`src/rtl/coproc_cmd_sched.sv`:
```
// -----------------------------------------------------------------------------
// coproc_cmd_sched
//
// Command scheduler in front of the image coprocessor. CPU-issued image
// operations are queued in a small FIFO and handed to the coprocessor one at a
// time with a single-cycle start pulse. The next command is only issued after
// the coprocessor reports done, or after the current operation times out.
// The bootloader can claim the image buffer whenever the scheduler is idle.
//
// Ports:
//   clk, rst          system clock, synchronous active-high reset
//   cmd_valid/ready   CPU command handshake (cmd_func, cmd_gray, cmd_img_idx)
//   boot_req/gnt      bootloader ownership request / grant
//   cp_rdy, cp_done   coprocessor ready for a new op / op complete pulse
//   cp_start          1-cycle start pulse to the coprocessor
//   cp_func/gray/img_idx  held fields of the current (last issued) command
//   busy              scheduler active or commands still queued
//   q_count           FIFO occupancy
//   timeout_err       sticky hung-operation flag, cleared by err_clr
//   done_cnt          completed-operation counter (wraps)
// -----------------------------------------------------------------------------
module coproc_cmd_sched #(
  parameter int DEPTH = 4,
  parameter int TO_W  = 20,
  parameter int CNT_W = 16
) (
  input  logic                       clk,
  input  logic                       rst,
  input  logic                       cmd_valid,
  input  logic [2:0]                 cmd_func,
  input  logic                       cmd_gray,
  input  logic                       cmd_img_idx,
  output logic                       cmd_ready,
  input  logic                       boot_req,
  output logic                       boot_gnt,
  input  logic                       cp_rdy,
  input  logic                       cp_done,
  output logic                       cp_start,
  output logic [2:0]                 cp_func,
  output logic                       cp_gray,
  output logic                       cp_img_idx,
  output logic                       busy,
  output logic [$clog2(DEPTH+1)-1:0] q_count,
  output logic                       timeout_err,
  input  logic                       err_clr,
  output logic [CNT_W-1:0]           done_cnt
);

  localparam int QW = $clog2(DEPTH + 1);
  localparam int PW = $clog2(DEPTH);
  localparam logic [QW-1:0]   DEPTH_Q = QW'(DEPTH);
  // Last timer value before expiry: the op has then spent 2^TO_W-1 cycles in WAIT.
  localparam logic [TO_W-1:0] TO_LAST = {{(TO_W-1){1'b1}}, 1'b0};

  typedef enum logic [1:0] {
    ST_IDLE  = 2'd0,
    ST_ISSUE = 2'd1,
    ST_WAIT  = 2'd2,
    ST_BOOT  = 2'd3
  } state_t;

  state_t          state_r;
  state_t          state_next_s;
  logic [QW-1:0]   count_r;
  logic [QW-1:0]   count_next_s;
  logic [PW-1:0]   wr_ptr_r;
  logic [PW-1:0]   rd_ptr_r;
  logic [TO_W-1:0] timer_r;
  logic [4:0]      mem_r [DEPTH];
  logic            push_s;
  logic            pop_s;
  logic            done_s;
  logic            expire_s;

  assign q_count = count_r;

  // Next-state, FIFO push/pop and completion/expiry decisions.
  always_comb begin
    state_next_s = state_r;
    pop_s        = 1'b0;
    done_s       = 1'b0;
    expire_s     = 1'b0;
    // Acceptance looks only at the registered occupancy, so a full FIFO
    // refuses a push even when it is popped in the same cycle.
    push_s       = cmd_valid && (count_r < DEPTH_Q);
    case (state_r)
      ST_IDLE: begin
        if (boot_req) begin
          state_next_s = ST_BOOT;
        end else if ((count_r != {QW{1'b0}}) && cp_rdy) begin
          state_next_s = ST_ISSUE;
          pop_s        = 1'b1;
        end else begin
          state_next_s = ST_IDLE;
        end
      end
      ST_ISSUE: begin
        state_next_s = ST_WAIT;
      end
      ST_WAIT: begin
        // Completion wins over expiry when both land on the same cycle.
        if (cp_done) begin
          state_next_s = ST_IDLE;
          done_s       = 1'b1;
        end else if (timer_r == TO_LAST) begin
          state_next_s = ST_IDLE;
          expire_s     = 1'b1;
        end else begin
          state_next_s = ST_WAIT;
        end
      end
      ST_BOOT: begin
        if (boot_req) begin
          state_next_s = ST_BOOT;
        end else begin
          state_next_s = ST_IDLE;
        end
      end
      default: begin
        state_next_s = ST_IDLE;
      end
    endcase
    count_next_s = count_r + QW'(push_s) - QW'(pop_s);
  end

  // FSM, FIFO pointers, timer, counters and registered outputs.
  always_ff @(posedge clk) begin
    if (rst) begin
      state_r     <= ST_IDLE;
      count_r     <= {QW{1'b0}};
      wr_ptr_r    <= {PW{1'b0}};
      rd_ptr_r    <= {PW{1'b0}};
      timer_r     <= {TO_W{1'b0}};
      cp_start    <= 1'b0;
      cp_func     <= 3'd0;
      cp_gray     <= 1'b0;
      cp_img_idx  <= 1'b0;
      cmd_ready   <= 1'b1;
      boot_gnt    <= 1'b0;
      busy        <= 1'b0;
      timeout_err <= 1'b0;
      done_cnt    <= {CNT_W{1'b0}};
    end else begin
      state_r <= state_next_s;
      count_r <= count_next_s;
      if (push_s) begin
        wr_ptr_r <= wr_ptr_r + PW'(1);
      end
      if (pop_s) begin
        rd_ptr_r                          <= rd_ptr_r + PW'(1);
        {cp_func, cp_gray, cp_img_idx}    <= mem_r[rd_ptr_r];
      end
      if (state_r == ST_ISSUE) begin
        timer_r <= {TO_W{1'b0}};
      end else if (state_r == ST_WAIT) begin
        timer_r <= timer_r + TO_W'(1);
      end
      if (done_s) begin
        done_cnt <= done_cnt + CNT_W'(1);
      end
      // Sticky error: a new timeout beats a simultaneous clear.
      if (expire_s) begin
        timeout_err <= 1'b1;
      end else if (err_clr) begin
        timeout_err <= 1'b0;
      end
      // Outputs are registered from next-state values so they line up with
      // the state they describe.
      cp_start  <= (state_next_s == ST_ISSUE);
      boot_gnt  <= (state_next_s == ST_BOOT);
      busy      <= (state_next_s != ST_IDLE) || (count_next_s != {QW{1'b0}});
      cmd_ready <= (count_next_s < DEPTH_Q);
    end
  end

  // Command storage; entries are only read after being written, so no reset.
  always_ff @(posedge clk) begin
    if (push_s) begin
      mem_r[wr_ptr_r] <= {cmd_func, cmd_gray, cmd_img_idx};
    end
  end

endmodule

```
`config.mk`:
```
export PLATFORM = sky130hd
export DESIGN_NAME = coproc_cmd_sched
export DESIGN_NICKNAME = d
export VERILOG_FILES = /design/src/rtl/coproc_cmd_sched.sv
export SDC_FILE = /design/constraint.sdc
export NUM_CORES = 1
export LEC_CHECK = 0
export CORE_MARGIN = 3
export CORE_UTILIZATION = 35
export CTS_BUF_LIST = sky130_fd_sc_hd__clkbuf_16
export CTS_CLUSTER_DIAMETER = 50
export DETAILED_ROUTE_END_ITERATION = 12
export DONT_BUFFER_PORTS = 1
export GPL_TIMING_DRIVEN = 1
export PLACE_DENSITY = 0.61
export SLEW_MARGIN = 40
export SYNTH_ARGS = -nofsm -noshare
export SYNTH_HDL_FRONTEND = slang
export SYNTH_SLANG_ARGS = --single-unit
export TNS_END_PERCENT = 10
```
`constraint.sdc`:
```
create_clock -name clk -period 3.65 [get_ports clk]
set_input_delay 0.73 -clock clk [delete_from_list [all_inputs] [get_ports clk]]
set_output_delay 0.73 -clock clk [all_outputs]
set_load 0.05 [all_outputs]
```
* Yosys cells after proc, flatten, opt, wreduce, memory -nomap -nowiden
Memory sizes are Yosys's and may differ from the RTL's. A register that Yosys moved wholly into a read port is not among the register bits. Cells that the tools add are included.
Cells by class: add/sub/neg operators 6, order comparisons 2, equality and inequality tests 6, muxes and demuxes 18, reductions and logical operators 9
Operators by type and width (number):
- 20-bit by 1-bit adder with 20-bit output, second input constant | 1
- 20-bit == test, second input constant | 1
- 16-bit by 1-bit adder with 16-bit output, second input constant | 1
- 1-bit two-way mux | 13
- 2-bit two-way mux | 4
- 2-bit case mux with 4 select lines | 1
- 2-bit == test, second input constant | 3
- 3-bit < comparator, second input constant | 2
- 3-bit nonzero test | 2
- 2-bit by 1-bit adder with 2-bit output, second input constant | 2
- 2-bit by 1-bit == test with 1-bit output, second input constant | 2
- 2-bit nonzero test | 2
- 3-bit by 1-bit adder with 3-bit output | 1
- 3-bit by 1-bit subtractor with 3-bit output | 1
- 1-bit logical AND | 2
- 2-bit logical NOT | 1
- 2-bit OR reduction | 1
- 1-bit logical OR | 1
Word-level totals: bits in registers 50, bits in writable memories 20, input bits 12, output and inout bits 29, word-level logic and storage cells 53, memories kept 1
Memory list:
- mem_r | depth 4, width 5, read ports 1, clocked after memory_dff 1, wr ports 1, RTL line 69 | logic [4:0] mem_r [DEPTH];

* Depth between registers and ports, before layout
depth after elaboration 8, mapped depth 13, mapped depth without buffers 11

* Worst setup path before layout
Ideal clock, no wire load.
path kind input -> register, start point input cp_rdy, end point register busy, setup time 0.142 ns, data arrival time 2.734 ns, data required time 3.508 ns, slack 0.775 ns, stages on the path 11, path buffers 1, path through or3b_1 or3_1 buf_2 inv_1 ha_1 inv_1 ha_1 fa_1 xnor2_1 xnor2_1 a41oi_1
On the way: cells in the longest elaborated chain, start to end 7, elaborated cells between the ends (all ways) 11, those cells by class add/sub (1); mux (6); reduce/logical (4)
RTL lines:
- from (decl) | RTL line 36 | input logic cp_rdy,
- 1-bit logical AND | RTL line 90 | end else if ((count_r != {QW{1'b0}}) && cp_rdy) begin
- 1-bit two-way mux | RTL line 90
- 1-bit two-way mux | RTL line 88 | if (boot_req) begin
- 1-bit two-way mux | RTL line 86 | case (state_r)
- named net pop_s | RTL line 71 | logic pop_s;
- 3-bit by 1-bit subtractor with 3-bit output | RTL line 123 | count_next_s = count_r + QW'(push_s) - QW'(pop_s);
- 3-bit nonzero test | RTL line 171 | busy <= (state_next_s != ST_IDLE) || (count_next_s != {QW{1'b0}});
- 1-bit logical OR | RTL line 171
- to (signal assigned) | RTL line 171
- to (decl) | RTL line 42 | output logic busy,
The timed path passes the listed nets, and every way through them passes these cells. A chain may end at the register's enable or synchronous reset.

* Worst setup path after layout
start point register count_r[1] (netlist: q_count[1]), end point register busy
On the way: cells in the longest elaborated chain, start to end 8, elaborated cells between the ends (all ways) 15, those cells by class add/sub (2); order compare (1); mux (6); reduce/logical (6)
RTL lines:
- from (decl) | RTL line 64 | logic [QW-1:0] count_r;
- from (signal assigned) | RTL line 130 | count_r <= {QW{1'b0}};
- from (signal assigned) | RTL line 145 | count_r <= count_next_s;
- 3-bit nonzero test | RTL line 90
- 1-bit logical AND | RTL line 90
- 1-bit two-way mux | RTL line 90
- 1-bit two-way mux | RTL line 88
- 1-bit two-way mux | RTL line 86
- named net pop_s | RTL line 71
- 3-bit by 1-bit subtractor with 3-bit output | RTL line 123
- 3-bit nonzero test | RTL line 171
- 1-bit logical OR | RTL line 171
The timed path passes the listed nets, and every way through them passes these cells.

==> metrics.yaml <==
start_util: 0.369
route.detailed.drc: 0
yosys_most_used_dff: "dfxtp_1"
htree_levels: 3
coreArea_um2: 8890
maxCapViolations: 0
worstSetupStartpointType: "flip-flop"
rsz0062_at_grt: "no"
run_status: "completed"
seqPwrFrac: 0.507
setup_tns_ps: 0
critical_path.slowest_cell: "dfxtp_1"
cts_root_buffer: "clkbuf_16"
synth_warnings: 0
placed_cells_incl_taps: 408
dieWidth_um: 103
cts_hold_buf: 0
slew_viol_final: 0
yosys_register_bits: 75
port_buffers: 0
antenna_cells: 0
switching_share: 0.291
avgRoutedWirePerCell_um: 14.3
setup_violations: 0
period_minus_slack_ps: 2910
cellPowerDensity_nw_per_um2: 579
syn_inst: 315
end_kind: "flip-flop"
crit_chain: "nor3_1 > or3_1 > inv_1 > ha_1 > inv_1 > ha_1 > fa_1 > xnor2_1 > xnor2_1 > a41oi_1"
synth_fp_nets: 337
gr-total-overflow: 0
clockBufferDepth: 2
die_area_um2: 10600
synthesis.area_um2: 3280
layout.nets: 333
synth_area_per_cell_um2: 10.4
hpwlAfterDp_um: 4320
cts-resized-gates: 0
grt_usage: 0.126
die_height_um: 103
relSlewSlack: 0.547
max_stage_delay_ps: 700
via_per_inst: 5.14
cts_setup_buffers: 0
period_share: 0.797
grt_pass1_wl_um: 10200
drt_pass1_iterations: 4
ir_drop_mv: 0.387
grt_pass1_vias: 2065
cts_tree: "done"
fin_worst_skew_ps: 5.51
io_pins: 41
num_vias: 2181
setup_ws_ps: 740
drt-total-wl_um: 6050
drt-initial-drc-count: 81
synth_edf_count: 20
place_ws_ps: 568
n_fill_cell: 844
clk_latency_ps: 330
row_count: 34
place_congestion: 0.721
arrival_ps: 3100
cts_buffers: 9
ys_types: 45
hp-class: "input pin to flip-flop"
final-hold-violation-count: 0
postRouteAntennaNets: 0
p_int_uw: 1490
leakage_uw: 0.00132
async_flop_share: 0
clock_sinks: 75
instances_no_fill: 424
path_clk_slew_ps: 60
crit_type: "flip-flop to flip-flop"
pwr-share-clk: 0.386
clock.fmax_mhz: 344
tightest_slew_ps: 679
syn_to_final_growth_pct: 10.3
ys_seq_area_frac: 0.519
antenna_found_initial: 0
p_sw_uw: 609
grt_max_degree: 41
path_max_fanout: 7
drive_gt1_frac: 0.0759
combPwrFrac: 0.107
cp.required_ps: 3840
[synth_stat cells (3+ instances only)]
| library cell | count | area [um^2] |
|---|---|---|
| nand3_1 | 11 | 55.1 |
| xor2_1 | 12 | 105 |
| nand4_1 | 8 | 50.1 |
| o31ai_1 | 3 | 22.5 |
| nor2b_1 | 5 | 31.3 |
| mux4_2 | 5 | 113 |
| and2_1 | 8 | 50.1 |
| nor2_1 | 36 | 135 |
| or3_1 | 15 | 93.8 |
| and3_1 | 6 | 37.5 |
| a21oi_1 | 20 | 100 |
| nand2_1 | 13 | 48.8 |
| clkbuf_1 | 8 | 30.0 |
| edfxtp_1 | 20 | 601 |
| mux2i_1 | 7 | 70.1 |
| o21ai_0 | 14 | 70.1 |
| ha_1 | 9 | 113 |
| xnor2_1 | 9 | 78.8 |
| dfxtp_1 | 55 | 1100 |
| inv_1 | 16 | 60.1 |
[layer usage]
metal	vias up	share of wire	global-route usage
li1	1111	-	-
met1	1023	0.45	0.157
met2	37	0.47	0.195
met3	10	0.054	0.0535
met4	0	0.020	0.0508
met5	-	0	0
[worst max-delay path, delay by kind of cell (launching register included)]
| kind | cells | cell delay (ps) |
|---|---|---|
| and+or+nand+nor | 2 | 720 |
| adders and majority gates | 3 | 690 |
| AOI/OAI and AO/OA | 1 | 140 |
| xor gates and xnor gates | 2 | 360 |
| buffers and inverters | 2 | 160 |
| DFF | 1 | 700 |
[cell type report]
type / count / area (um^2) / share of cell area
Multi-Input combinational cell: 209 / 1450 / 0.399
Sequential cell: 75 / 1700 / 0.470
Tap cell: 108 / 135 / 0.0373
Inverter: 16 / 60.1 / 0.0166
Clock buffer: 9 / 225 / 0.0622
Clock inverter: 7 / 51.3 / 0.0142
[worst paths after layout]
check                           slack [ps]               startpoint                       to  depth (start not counted)
worst max register to register         740    q_count[1]$_SDFF_PP0_          busy$_SDFF_PP0_                         10
worst max-delay path                   740    q_count[1]$_SDFF_PP0_          busy$_SDFF_PP0_                         10
worst min register to register         490  timer_r[3]$_SDFFE_PP0P_  timer_r[3]$_SDFFE_PP0P_                          2
worst min-delay path                   470                      rst  cp_func[2]$_SDFFE_PP0P_                          1
[cell usage in the layout, fill, tap and decap left out, types with 2 or more instances in the layout]
cell type,count
dfxtp_1,55
nor2_1,36
a21oi_1,20
edfxtp_1,20
inv_1,16
or3_1,15
o21ai_0,14
nand2_1,13
xor2_1,12
nand3_1,11
xnor2_1,9
ha_1,9
clkbuf_16,9
and2_1,8
nand4_1,8
mux2i_1,7
and3_1,6
nor2b_1,5
mux4_2,5
o31ai_1,3
clkinv_4,3
nor3_1,2
and4b_1,2
and4_1,2
nand4_4,2
or4_1,2
o311ai_0,2
o41ai_1,2
clkinv_1,2
inv_6,2
[metrics by stage]
stage	utilization	power [uW]	instance area [um^2]	hold slack, ps
floorplan	-	1270	3280	454
global placement	0.376	1300	3340	469
detailed placement	0.376	1310	3340	485
CTS	0.407	2130	3620	456
global route	0.407	2190	3620	452
finish	0.407	2100	3620	467
[cells by family (layout without fill, tap and decap cells)]
kind of cell / Yosys count / count (layout) / share of synthesized area
muxes: 12 / 12 / 0.0557
buffers and inverters: 31 / 32 / 0.0408
and+or+nand+nor: 121 / 121 / 0.208
adders and majority gates: 10 / 10 / 0.0404
xor gates and xnor gates: 21 / 21 / 0.0561
DFF: 75 / 75 / 0.519
AOI/OAI and AO/OA: 45 / 45 / 0.0801
[sequential cells by signal, summed over array words and instances (netlist names), 2 cells and up]
name,count
mem_r,20
state_r,2
q_count,3
done_cnt,16
cp_func,3
timer_r,20
rd_ptr_r,2
wr_ptr_r,2
[power groups by stage]
stage	combinational, uW	sequential (uW)	clock, uW
finish	223	1060	809
global route	256	1070	863
CTS	227	1070	835
detailed placement	226	1080	0
global placement	220	1080	0
floorplan	212	1060	0
(Power assumes the default switching activity.)
